`config.mk`:
```
export PLATFORM = sky130hd
export DESIGN_NAME = fifo_rr_sched
export DESIGN_NICKNAME = d
export VERILOG_FILES = /design/src/rtl/fifo_sched_pkg.sv /design/src/rtl/dffr.sv /design/src/rtl/fifo_rr_sched_arb.sv /design/src/rtl/fifo_rr_sched.sv
export SDC_FILE = /design/constraint.sdc
export NUM_CORES = 1
export LEC_CHECK = 0
export BUFFER_PORTS_ARGS = -buffer_cell sky130_fd_sc_hd__buf_4
export CORE_UTILIZATION = 48
export CTS_CLUSTER_SIZE = 10
export DETAILED_ROUTE_END_ITERATION = 7
export PLACE_DENSITY_LB_ADDON = 0.15
export SYNTH_ARGS = -nofsm -noshare
export SYNTH_HDL_FRONTEND = slang
export SYNTH_SLANG_ARGS = --single-unit
export TNS_END_PERCENT = 30
```
`constraint.sdc`:
```
create_clock -name clk_i -period 2.6 [get_ports clk_i]
set_input_delay 0.13 -clock clk_i [delete_from_list [all_inputs] [get_ports clk_i]]
set_output_delay 0.13 -clock clk_i [all_outputs]
set_load 0.005 [all_outputs]
```
`src/rtl/fifo_sched_pkg.sv`:
```
// Shared types and helpers for the round-robin FIFO drain scheduler.
// Holds the scheduler state encoding and the burst-length clamp.
package fifo_sched_pkg;

  typedef enum logic [1:0] {
    IDLE  = 2'd0,
    ARB   = 2'd1,
    SERVE = 2'd2
  } sched_state_e;

  // A zero burst still moves one word so a grant can never stall the ring.
  function automatic int unsigned burst_clamp(input int unsigned burst,
                                              input int unsigned burst_max);
    int unsigned res;
    if (burst == 32'd0) begin
      res = 32'd1;
    end else if (burst > burst_max) begin
      res = burst_max;
    end else begin
      res = burst;
    end
    return res;
  endfunction

endpackage

```
`src/rtl/dffr.sv`:
```
// Shared register cell: D flop with asynchronous active-low clear to zero.
module dffr #(
  parameter int W = 1
) (
  input  logic         clk_i,
  input  logic         rst_n_i,
  input  logic [W-1:0] d_i,
  output logic [W-1:0] q_o
);

  // State capture with asynchronous clear.
  always_ff @(posedge clk_i or negedge rst_n_i) begin
    if (!rst_n_i) begin
      q_o <= '0;
    end else begin
      q_o <= d_i;
    end
  end

endmodule

```
`src/rtl/fifo_rr_sched_arb.sv`:
```
// Combinational round-robin pick: first requester at or above ptr_i, wrapping.
module rr_arbiter #(
  parameter int NUM_FIFO     = 4,
  parameter int LOG_NUM_FIFO = $clog2(NUM_FIFO)
) (
  input  logic [NUM_FIFO-1:0]     req_i,
  input  logic [LOG_NUM_FIFO-1:0] ptr_i,
  output logic [LOG_NUM_FIFO-1:0] gnt_idx_o,
  output logic                    gnt_vld_o
);

  localparam int SW = LOG_NUM_FIFO + 1;

  logic [SW-1:0]           raw_s;
  logic [LOG_NUM_FIFO-1:0] idx_s;

  // Scan offsets from farthest to nearest so the nearest requester wins.
  always_comb begin
    gnt_vld_o = 1'b0;
    gnt_idx_o = '0;
    raw_s     = '0;
    idx_s     = '0;
    for (int i = NUM_FIFO - 1; i >= 0; i--) begin
      raw_s     = {1'b0, ptr_i} + SW'(i);
      idx_s     = (raw_s >= SW'(NUM_FIFO)) ? LOG_NUM_FIFO'(raw_s - SW'(NUM_FIFO))
                                           : raw_s[LOG_NUM_FIFO-1:0];
      gnt_vld_o = gnt_vld_o | req_i[idx_s];
      gnt_idx_o = req_i[idx_s] ? idx_s : gnt_idx_o;
    end
  end

endmodule

```
`src/rtl/fifo_rr_sched.sv`:
```
// Round-robin drain scheduler: pops granted FIFO in bursts onto one
// registered valid/ready output channel tagged with the source index.
module fifo_rr_sched #(
  parameter int NUM_FIFO     = 4,
  parameter int DATA_WIDTH   = 32,
  parameter int BURST_MAX    = 4,
  parameter int LOG_NUM_FIFO = $clog2(NUM_FIFO),
  parameter int BURST_WIDTH  = $clog2(BURST_MAX + 1)
) (
  input  logic                               clk_i,
  input  logic                               rst_n_i,
  input  logic                               flush_i,
  input  logic                               en_i,
  input  logic [BURST_WIDTH-1:0]             burst_i,
  input  logic [NUM_FIFO-1:0]                fifo_empty_i,
  input  logic [NUM_FIFO-1:0][DATA_WIDTH-1:0] fifo_dat_i,
  output logic [NUM_FIFO-1:0]                fifo_pop_o,
  output logic                               valid_o,
  input  logic                               ready_i,
  output logic [DATA_WIDTH-1:0]              dat_o,
  output logic [LOG_NUM_FIFO-1:0]            id_o,
  output logic                               busy_o
);

  import fifo_sched_pkg::*;

  sched_state_e            state_q, state_d;
  logic [1:0]              state_raw_q;
  logic [LOG_NUM_FIFO-1:0] ptr_q, ptr_d;
  logic [LOG_NUM_FIFO-1:0] grant_q, grant_d;
  logic [LOG_NUM_FIFO-1:0] id_q, id_d;
  logic [BURST_WIDTH-1:0]  limit_q, limit_d;
  logic [BURST_WIDTH-1:0]  cnt_q, cnt_d;
  logic                    valid_q, valid_d;
  logic                    busy_q, busy_d;
  logic [DATA_WIDTH-1:0]   dat_q, dat_d;

  logic [LOG_NUM_FIFO-1:0] arb_idx_s;
  logic                    arb_vld_s;
  logic                    pop_s;
  logic                    burst_end_s;
  logic [BURST_WIDTH-1:0]  cnt_inc_s;
  logic [LOG_NUM_FIFO-1:0] grant_inc_s;

  assign state_q = sched_state_e'(state_raw_q);

  rr_arbiter #(
    .NUM_FIFO     (NUM_FIFO),
    .LOG_NUM_FIFO (LOG_NUM_FIFO)
  ) u_arb (
    .req_i     (~fifo_empty_i),
    .ptr_i     (ptr_q),
    .gnt_idx_o (arb_idx_s),
    .gnt_vld_o (arb_vld_s)
  );

  // A pop needs a word at the head and room in the output register this cycle.
  assign pop_s = (state_q == SERVE) & ~flush_i & en_i & ~fifo_empty_i[grant_q]
               & (~valid_q | ready_i);

  assign cnt_inc_s   = cnt_q + BURST_WIDTH'(1);
  assign grant_inc_s = (grant_q == LOG_NUM_FIFO'(NUM_FIFO - 1)) ? '0
                                                                : grant_q + LOG_NUM_FIFO'(1);
  assign burst_end_s = (pop_s & (cnt_inc_s == limit_q)) | fifo_empty_i[grant_q] | ~en_i;

  assign fifo_pop_o = pop_s ? (NUM_FIFO'(1) << grant_q) : '0;

  // Next-state and output-register logic; flush overrides everything.
  always_comb begin
    state_d = state_q;
    ptr_d   = ptr_q;
    grant_d = grant_q;
    limit_d = limit_q;
    cnt_d   = cnt_q;
    valid_d = valid_q;
    dat_d   = dat_q;
    id_d    = id_q;
    if (flush_i) begin
      state_d = IDLE;
      ptr_d   = '0;
      cnt_d   = '0;
      valid_d = 1'b0;
    end else begin
      if (pop_s) begin
        valid_d = 1'b1;
        dat_d   = fifo_dat_i[grant_q];
        id_d    = grant_q;
        cnt_d   = cnt_inc_s;
      end else if (ready_i) begin
        valid_d = 1'b0;
      end else begin
        valid_d = valid_q;
      end
      case (state_q)
        IDLE: begin
          if (en_i) begin
            state_d = ARB;
          end else begin
            state_d = IDLE;
          end
        end
        ARB: begin
          if (!en_i) begin
            state_d = IDLE;
          end else if (arb_vld_s) begin
            state_d = SERVE;
            grant_d = arb_idx_s;
            limit_d = BURST_WIDTH'(burst_clamp(32'(burst_i), BURST_MAX));
            cnt_d   = '0;
          end else begin
            state_d = ARB;
          end
        end
        SERVE: begin
          if (burst_end_s) begin
            state_d = ARB;
            ptr_d   = grant_inc_s;
          end else begin
            state_d = SERVE;
          end
        end
        default: begin
          state_d = IDLE;
        end
      endcase
    end
    busy_d = (state_d != IDLE) | valid_d;
  end

  dffr #(.W(2))            u_state (.clk_i(clk_i), .rst_n_i(rst_n_i), .d_i(state_d), .q_o(state_raw_q));
  dffr #(.W(LOG_NUM_FIFO)) u_ptr   (.clk_i(clk_i), .rst_n_i(rst_n_i), .d_i(ptr_d),   .q_o(ptr_q));
  dffr #(.W(LOG_NUM_FIFO)) u_grant (.clk_i(clk_i), .rst_n_i(rst_n_i), .d_i(grant_d), .q_o(grant_q));
  dffr #(.W(BURST_WIDTH))  u_limit (.clk_i(clk_i), .rst_n_i(rst_n_i), .d_i(limit_d), .q_o(limit_q));
  dffr #(.W(BURST_WIDTH))  u_cnt   (.clk_i(clk_i), .rst_n_i(rst_n_i), .d_i(cnt_d),   .q_o(cnt_q));
  dffr #(.W(1))            u_valid (.clk_i(clk_i), .rst_n_i(rst_n_i), .d_i(valid_d), .q_o(valid_q));
  dffr #(.W(1))            u_busy  (.clk_i(clk_i), .rst_n_i(rst_n_i), .d_i(busy_d),  .q_o(busy_q));
  dffr #(.W(DATA_WIDTH))   u_dat   (.clk_i(clk_i), .rst_n_i(rst_n_i), .d_i(dat_d),   .q_o(dat_q));
  dffr #(.W(LOG_NUM_FIFO)) u_id    (.clk_i(clk_i), .rst_n_i(rst_n_i), .d_i(id_d),    .q_o(id_q));

  assign valid_o = valid_q;
  assign dat_o   = dat_q;
  assign id_o    = id_q;
  assign busy_o  = busy_q;

endmodule

```
== Word level (Yosys, flattened, before mapping) ==
Cells that the tools add are included.
Operators by class
  multiply operators: 0
  reduce and logical (&&, ||, !) cells: 8
  equality and inequality tests: 4
  $lt $le $gt $ge: 10
  muxes and demuxes: 41
  add/subtract/negate cells: 9
  bitwise logic cells: 17
  div/mod/pow operators: 0
  shifts and indexed selects: 1
Operators with widths (count)
  32-bit binary-select mux with 2-bit select: 1
  2-bit 2-to-1 mux: 16
  32-bit 2-to-1 mux: 1
  3-bit 2-to-1 mux: 7
  2-bit by 3-bit less-than comparator with 1-bit output (second input constant): 5
  1-bit binary-select mux with 2-bit select: 5
  3-bit greater-or-equal comparator (second input constant): 3
  1-bit 2-to-1 mux: 9
  2-bit by 1-bit subtractor with 2-bit output (second input constant): 4
  1-bit bitwise OR: 7
  2-bit by 2-bit adder with 3-bit output (second input constant): 2
  2-bit one-hot mux with 3 select lines: 1
  2-bit nonzero test: 3
  1-bit AND: 5
  2-bit equality test (second input constant): 2
  4-bit 2-to-1 mux: 1
  1-bit inverter: 4
  4-bit inverter: 1
  2-bit AND reduction: 2
  4-bit AND reduction: 1
  1-bit by 2-bit left shift with 4-bit output (first input constant): 1
  2-bit by 1-bit adder with 3-bit output (second input constant): 1
  3-bit by 1-bit adder with 3-bit output (second input constant): 1
  3-bit equality test: 1
  other kinds (6): 6
Storage, ports and cells
  output and inout bits: 40
  bits in writable memories: 0
  register bits: 48
  bits in latches: 0
  input port bits: 140
  memory bits (read-only): 0
  memories: 0

== Depth between registers and ports, before layout ==
Gate-level depths: netlist of run 1.
  depth in word-level cells: 14
  mapped depth: 6
  depth with buffers taken out: 5

== Hierarchy ==
From an unflattened synthesis of run 1, not the netlist that was laid out.
Unflattened totals
  cells, all modules: 213
  area total of the unflattened synthesis: 3051.7 um^2
Modules (own cells, without submodules)
  fifo_rr_sched: cells each 152, area each 1773.0 um^2, times used 1
  dffr at u_dat: cells each 32, area each 800.8 um^2, times used 1
  dffr at u_grant ...: cells each 2, area each 50.0 um^2, times used 4
  dffr at u_cnt ...: cells each 3, area each 75.1 um^2, times used 2
  rr_arbiter: cells each 13, area each 77.6 um^2, times used 1
  dffr at u_busy ...: cells each 1, area each 25.0 um^2, times used 2

== Least setup slack after synthesis of run 1 ==
Ideal clock, no wire load.
  path kind: flip-flop to flip-flop
  start: reg u_grant.q_o[0]
  end: reg u_dat.q_o[0]
  path buffers: 2
  clock period less this slack: 1.744 ns
  setup slack: 0.856 ns
  stages on the path, launching flop included: 7
  arrival time: 1.618 ns
  path through: dfrtp_1 -> buf_6 -> mux2_2 -> o22ai_4 -> nand3_4 -> buf_6 -> mux2_4
Between the ends
  cells in the longest elaborated chain, start to end: 6
  elaborated cells on any way between the ends: 8
RTL lines
  start: declaration: RTL line dffr.sv:8  | output logic [W-1:0] q_o
  start signal: assignment: RTL line dffr.sv:16  | q_o <= d_i;
  1-bit binary-select mux with 2-bit select: RTL line fifo_rr_sched.sv:58  | assign pop_s = (state_q == SERVE) & ~flush_i & en_i & ~fifo_empty_i[grant_q]
  1-bit 2-to-1 mux (implied by the code): RTL line fifo_rr_sched.sv:58
  1-bit inverter: RTL line fifo_rr_sched.sv:58
  1-bit AND: RTL line fifo_rr_sched.sv:58
  1-bit AND: RTL line fifo_rr_sched.sv:59  | & (~valid_q | ready_i);
  2-bit AND reduction (no source line)
  end signal: assignment: RTL line dffr.sv:16
  end: declaration: RTL line dffr.sv:8
Several ways; a longest one is shown, not always the timed one. The select of a mux whose other input is x is not followed.
A chain may end at the register's enable or synchronous reset.

== Final worst setup path of run 1 ==
  start: reg u_grant.q_o[0]
  end: out fifo_pop_o[2]
Between the ends
  cells in the longest elaborated chain, start to end: 6
  elaborated cells on any way between the ends: 7
RTL lines
  1-bit binary-select mux with 2-bit select: RTL line fifo_rr_sched.sv:58
  1-bit 2-to-1 mux (implied by the code): RTL line fifo_rr_sched.sv:58
  1-bit inverter: RTL line fifo_rr_sched.sv:58
  1-bit AND: RTL line fifo_rr_sched.sv:58
  1-bit AND: RTL line fifo_rr_sched.sv:59
  4-bit 2-to-1 mux (*): RTL line fifo_rr_sched.sv:66  | assign fifo_pop_o = pop_s ? (NUM_FIFO'(1) << grant_q) : '0;
  end: declaration: RTL line fifo_rr_sched.sv:17  | output logic [NUM_FIFO-1:0] fifo_pop_o,
Every way passes the cells marked *; elsewhere a longest branch is shown, timed or not. The select of a mux whose other input is x is not followed.

==> results of run 1 <==
[state kept, by name, indices dropped and copies added (netlist names)]
register and cells:
u_cnt.q_o 3, u_ptr.q_o 2, u_limit.q_o 3, u_valid.q_o 1, u_state.q_o 2, u_grant.q_o 2, u_dat.q_o 32, u_busy.q_o 1
u_id.q_o 2
[layout make-up]
type	instances	area [um^2]
Fill cell	420	1470
Clock buffer	6	82.6
Inverter	8	30.0
Sequential cell	48	1200
Timing Repair Buffer	184	1400
Tap cell	75	93.8
Clock inverter	2	10.0
Multi-Input combinational cell	142	1780
[final timing paths]
kind	slack, ns	from	cells past startpoint	to
setup / recovery	0.56	u_grant.q_o[0]$_DFFE_PN0P_	6	fifo_pop_o[2]
hold / removal	0.01	burst_i[2]	2	u_limit.q_o[0]$_DFFE_PN0P_
setup reg to reg	0.62	u_grant.q_o[0]$_DFFE_PN0P_	3	u_dat.q_o[23]$_DFFE_PN0P_
hold reg to reg	0.50	u_cnt.q_o[2]$_DFF_PN0_	1	u_cnt.q_o[2]$_DFF_PN0_
max in group asynchronous	1.81	rst_n_i	2	u_grant.q_o[0]$_DFFE_PN0P_
min in group asynchronous	0.36	rst_n_i	2	u_limit.q_o[2]$_DFFE_PN0P_
[power by group]
part           switching, mW  total, mW  internal (mW)
Clock                  0.246      0.458          0.213
Combinational          0.340      0.952          0.612
Sequential            0.0736      0.930          0.857
[per-stage QoR]
stage	cells	utilization
after floorplan	212	-
after global placement	456	0.741
after detailed placement	456	0.741
after CTS	465	0.757
after global routing	465	0.757
final	465	0.757
[cells in the final DEF (no fill, tap or decap), types with 4 or more instances in the layout]
master	instances
buf_4	182
dfrtp_1	47
mux2_4	35
mux4_2	32
nand2_1	11
nor2_1	10
inv_1	8
clkbuf_8	6
o21ai_0	5
a21oi_1	5
ha_1	5
nor2b_1	4
[routing by layer]
metal	vias to the layer above	global-route usage
li1	1169	-
met3	6	0.0637
met4	0	0.0491
met1	1265	0.271
met5	-	0
met2	119	0.453
[cells by family (layout without fill, tap and decap cells)]
group                    count (synthesis)  in the layout  share of synthesized area
multiplexers                            72             72                      0.419
flip-flops                              48             48                      0.387
AND/OR/NAND/NOR                         38             38                     0.0649
XOR/XNOR                                 3              3                     0.0133
buffers and inverters                   22            200                     0.0403
AO/OA/AOI/OAI                           24             24                     0.0553
adder cells (fa/ha/maj)                  5              5                     0.0202
==> impl_metrics.toml, run 1 <==
[status]
outcome = "completed"

[clock_network]
cts_root_buf = "clkbuf_8"
tritoncts = "built"
path_clk_slew_ns = 0.09
post_cts_buffers = 0
cts_max_level = 2
cts_sinks = 48
cts-buffers-inserted = 5
worst_skew_pair.late_latency_ns = 0.30
post_cts_resize_count = 0
hold_buffers = 1
clockBufferDepth = 2

[die]
core_um2 = 6060
dieHeight_um = 82.4
die_w_um = 82.4
start_util = 0.512
core.rowCount = 28
ios = 180
die_area_um2 = 6790

[synth]
avgSynthCellArea_um2 = 14.6
ys_top_cells_by_count = "48 x dfrtp_1, 35 x mux2_4, 32 x mux4_2"
synth_edf_count = 0
synth_cells = 212
ys_seq_area_frac = 0.387
yosysUniqueCellTypes = 38
synth_largest_area_cell = "dfrtp_1"
synth_warnings = 0
synth.area.top_cells = "dfrtp_1 39%, mux4_2 23%, mux2_4 17%"
syn_area_um2 = 3100
synthMostInstantiatedCell = "dfrtp_1"
async_flop_share = 1.00
syn-num-nets = 357
ys.flop_type = "dfrtp_1"
ys_ff_latch = 48
synth_top_area_frac = 0.387

[pwr]
powerDensity_nw_per_um2 = 510
p_leak_nw = 2.35
ir_drop_v = 0.000411
total_power_mw = 2.34

[placed_design]
gp_congestion = 0.768
numPortBuffers = 179
dp_worst_setup_slack_ns = 0.627
dpl.hpwl_mm = 6.53
place_area_um2 = 4490

[cells_and_area]
area_growth_pct = 48.0
fin_area_um2 = 4590
insertedDiodeCount = 0
drive_above_1_share = 0.677
nNetsFinal = 534

[grt]
overflow = 0
track_usage = 0.241
grt_max_degree = 49
antenna_found_initial = 0
grt_pass1_vias = 2530
grt_pass1_wl_mm = 12.1

[sta]
setup_violations = 0
rsz0062_at_grt = "no"
fin_skew_ns = 0.0108
holdWs_ns = 0.0102
max_clock_freq_ghz = 0.490
maxSlewHeadroom = 0.548
setup-tns-final_ns = 0
post-route-min-period_ns = 2.04
final-hold-violation-count = 0
tightest_slew_ns = 0.677
slew_viol_final = 0
finalCritPeriodShare = 0.785
setup_ws_ns = 0.558

[drt]
avgRoutedWirePerCell_um = 17.8
drtPass1Iterations = 4
vias = 2559
wl_met1_mm = 3.05
vias_per_cell = 5.50
met2WireLength_mm = 4.44
drt_iter0_markers = 70
wl_met3_um = 748
routed.top_layer = "met4"
drc_errors = 0
routed_wl_mm = 8.29
antenna_left = 0

[worst_hold_path]
hp-class = "in -> reg"

[setup_path]
slowest_stage = "buf_4"
crit_family = "buffers and inverters"
start_kind = "flip-flop"
crit_path_end_kind = "output port"
slowest_delay_ns = 0.56
crit_buf_inv = 4
path_cells = "buf_4, inv_1, ha_1, inv_1, nor2_1, buf_4"
crit_fanout = 37
critPathArrivalTime_ns = 1.91
worstSetupPathType = "reg -> out"
required_ns = 2.47

[run]
maxCapViolations = 0
Power figures use the tool's default switching activity.
==> inputs of run 2 (changes only) <==
Settings changed: ABC_AREA set to 1, CORE_UTILIZATION 48 to 45.
Clock period 2.6 ns to 2.14 ns, I/O delays scaled along.
==> run 2 against run 1 <==
  * Power increased by 38%
  * Final area up 2.4%
  * Die area grew 9.7%
  * Wire length rose by 25%
  * Register-to-register slack worse by 0.29 ns
  * Sequential cell count unchanged
  * Synthesized area increased by 3.1%
  * Combinational power is 57% higher
  * Sequential power is 27% higher
  * Cell count up 63%
  * Clock-buffer cell count up 2
==> impl_metrics.toml, run 2 <==
[clock_network]
clockBufferDepth = 2
cts_root_buf = "clkbuf_8"
path_clk_slew_ns = 0.08
cts_max_level = 2
tritoncts = "built"
post_cts_buffers = 0
cts_sinks = 48
cts-buffers-inserted = 5
worst_skew_pair.late_latency_ns = 0.30

[sta]
rsz0062_at_grt = "no"
slew_viol_final = 0
setup_violations = 0
tightest_slew_ns = 0.625
setup_ws_ns = 0.327
post-route-min-period_ns = 1.81
fin_skew_ns = 0.00688
maxSlewHeadroom = 0.583
max_clock_freq_ghz = 0.552
final-hold-violation-count = 0
setup-tns-final_ns = 0
finalCritPeriodShare = 0.847

[pwr]
p_seq_frac = 0.366
clockPowerShare = 0.172
powerDensity_nw_per_um2 = 685
p_switching_mw = 1.21
cellInternalPower_mw = 2.01
ir_drop_v = 0.000676
p_sw_frac = 0.377
total_power_mw = 3.22
combPwrFrac = 0.461
p_leak_nw = 2.57

[synth]
syn_area_um2 = 3200
synth-xor-area-share = 0.00274
synthMuxAreaShare = 0
synthMostInstantiatedCell = "nand2_1"
synth.area.top_cells = "dfrtp_1 38%, nand2_1 20%, o21ai_0 12%"
ys_seq_area_frac = 0.376
async_flop_share = 1.00
avgSynthCellArea_um2 = 6.49
synth_edf_count = 0
syn-num-nets = 638
ys_ff_latch = 48
synth_largest_area_cell = "dfrtp_1"
ys_top_cells_by_count = "170 x nand2_1, 77 x nor2_1, 74 x o21ai_0"
synth_warnings = 0
yosysUniqueCellTypes = 23
synth_top_family_by_area = "simple AND/OR/NAND/NOR gates"
synth_top_area_frac = 0.376
synth-compound-area-share = 0.192
yosys.area_share.adder = 0.0196
synth_cells = 493
synthSimpleGateAreaFrac = 0.330
ys.flop_type = "dfrtp_1"

[cells_and_area]
top_regs = "u_dat.q_o: 32 flops, u_cnt.q_o: 3 flops, u_limit.q_o: 3 flops"
insertedDiodeCount = 0
ff_latch_area_um2 = 1200
fin_area_um2 = 4700
final_cell_mix = "185 x buf_4, 170 x nand2_1, 77 x nor2_1, 74 x o21ai_0, 47 x dfrtp_1"
largest_reg_flops = 32
utilization = 0.688
top_register = "u_dat.q_o"
n_fill_cell = 625
drive_above_1_share = 0.308
multi_input_area_um2 = 1740
final_common_cell = "buf_4"
nNetsFinal = 804
area_growth_pct = 47.0

[worst_hold_path]
hp-class = "in -> reg"

[grt]
track_usage = 0.278
grt_pass1_vias = 3553
overflow = 0
grt_max_degree = 60
antenna_found_initial = 0
grt_pass1_wl_mm = 16.4

[setup_path]
crit_fanout = 33
timing.rr.start = "u_grant.q_o[0]$_DFFE_PN0P_"
crit_path_end_kind = "flip-flop"
crit_start = "u_grant.q_o[0]$_DFFE_PN0P_"
r2r_setup_slack_ns = 0.33
critPathArrivalTime_ns = 1.99
worstSetupPathType = "reg -> reg"
slowest_stage = "dfrtp_2"
cpMostUsedCell = "nand2_1"
regToRegEndpoint = "u_cnt.q_o[0]$_DFF_PN0_"
r2r_cells = 8
path_cells = "inv_2, nand2_1, nand3_1, nand2_1, nand3_4, buf_4, xor2_1, nor2_1"
slowest_delay_ns = 0.44
start_kind = "flip-flop"
crit_buf_inv = 2
required_ns = 2.32
crit_family = "buffers and inverters"
crit_end = "u_cnt.q_o[0]$_DFF_PN0_"
crit_cells = 8

[die]
ios = 180
start_util = 0.468
die_w_um = 86.3
core.rowCount = 30
core_um2 = 6830
die_area_um2 = 7450
dieHeight_um = 86.3

[drt]
avgRoutedWirePerCell_um = 13.8
drtPass1Iterations = 5
drc_errors = 0
antenna_left = 0
vias_per_cell = 5.08
routed_wl_mm = 10.4
drt_iter0_markers = 207
vias = 3839

[placed_design]
dpl.hpwl_mm = 7.57
numPortBuffers = 179
dp_worst_setup_slack_ns = 0.371
place_area_um2 = 4600
gp_congestion = 0.858

[run]
maxCapViolations = 0

[status]
outcome = "completed"
## run 2: logic make-up after synthesis
logic type                 after synthesis
AOI/OAI and AO/OA                      112
xor gates and xnor gates                 1
adders and majority gates                5
buffers and inverters                   62
DFF                                     48
and+or+nand+nor                        265
## run 2: layout make-up
class	instances	share of cell area
timing repair buffer	187	0.302
sequential	48	0.256
tap	96	0.0256
multi-input combinational	383	0.371
clock buffer	8	0.0192
inverter	34	0.0271
## run 2: per-stage QoR
step                std cells  hold slack, ns
finish                    756          0.0193
global route              756          0.0204
CTS                       756          0.0175
detailed placement        747           0.170
global placement          747           0.164
floorplan                 493          -0.189
## run 2: repair_timing
action,in CTS,in global routing
hold buffers,1,0
gates resized for setup,0,0
hold endpoints to repair,48,0
## run 2: power groups by stage
stage / Sequential [mW] / Combinational [mW] / Clock, mW
global placement: 1.19 / 1.44 / 0
floorplan: 1.20 / 0.797 / 0
finish: 1.18 / 1.49 / 0.554
detailed placement: 1.20 / 1.48 / 0
global route: 1.20 / 1.67 / 0.609
CTS: 1.18 / 1.49 / 0.570
## run 2: worst reg2reg max path: stages, from the launching register on
cell and delay, ns:
dfrtp_2 0.44, inv_2 0.17, nand2_1 0.09, nand3_1 0.09, nand2_1 0.13, nand3_4 0.17, buf_4 0.36, xor2_1 0.20
nor2_1 0.06
## run 2: metal layers
layer	vias up	GRT usage	wire [um]
met4	0	0.103	311
li1	1922	-	-
met1	1737	0.326	4200
met5	-	0	0
met3	29	0.0457	732
met2	151	0.510	5160
## run 2: worst min-delay path by stage
stage | from | end | slack (ns) | cells after the start
floorplan | rst_n_i | u_busy.q_o$_DFF_PN0_ | -0.19 | 0
global placement | rst_n_i | u_dat.q_o[29]$_DFFE_PN0P_ | 0.16 | 1
detailed placement | rst_n_i | u_dat.q_o[29]$_DFFE_PN0P_ | 0.17 | 1
CTS | burst_i[1] | u_limit.q_o[1]$_DFFE_PN0P_ | 0.02 | 3
global route | burst_i[1] | u_limit.q_o[1]$_DFFE_PN0P_ | 0.02 | 3
finish | burst_i[1] | u_limit.q_o[1]$_DFFE_PN0P_ | 0.02 | 3
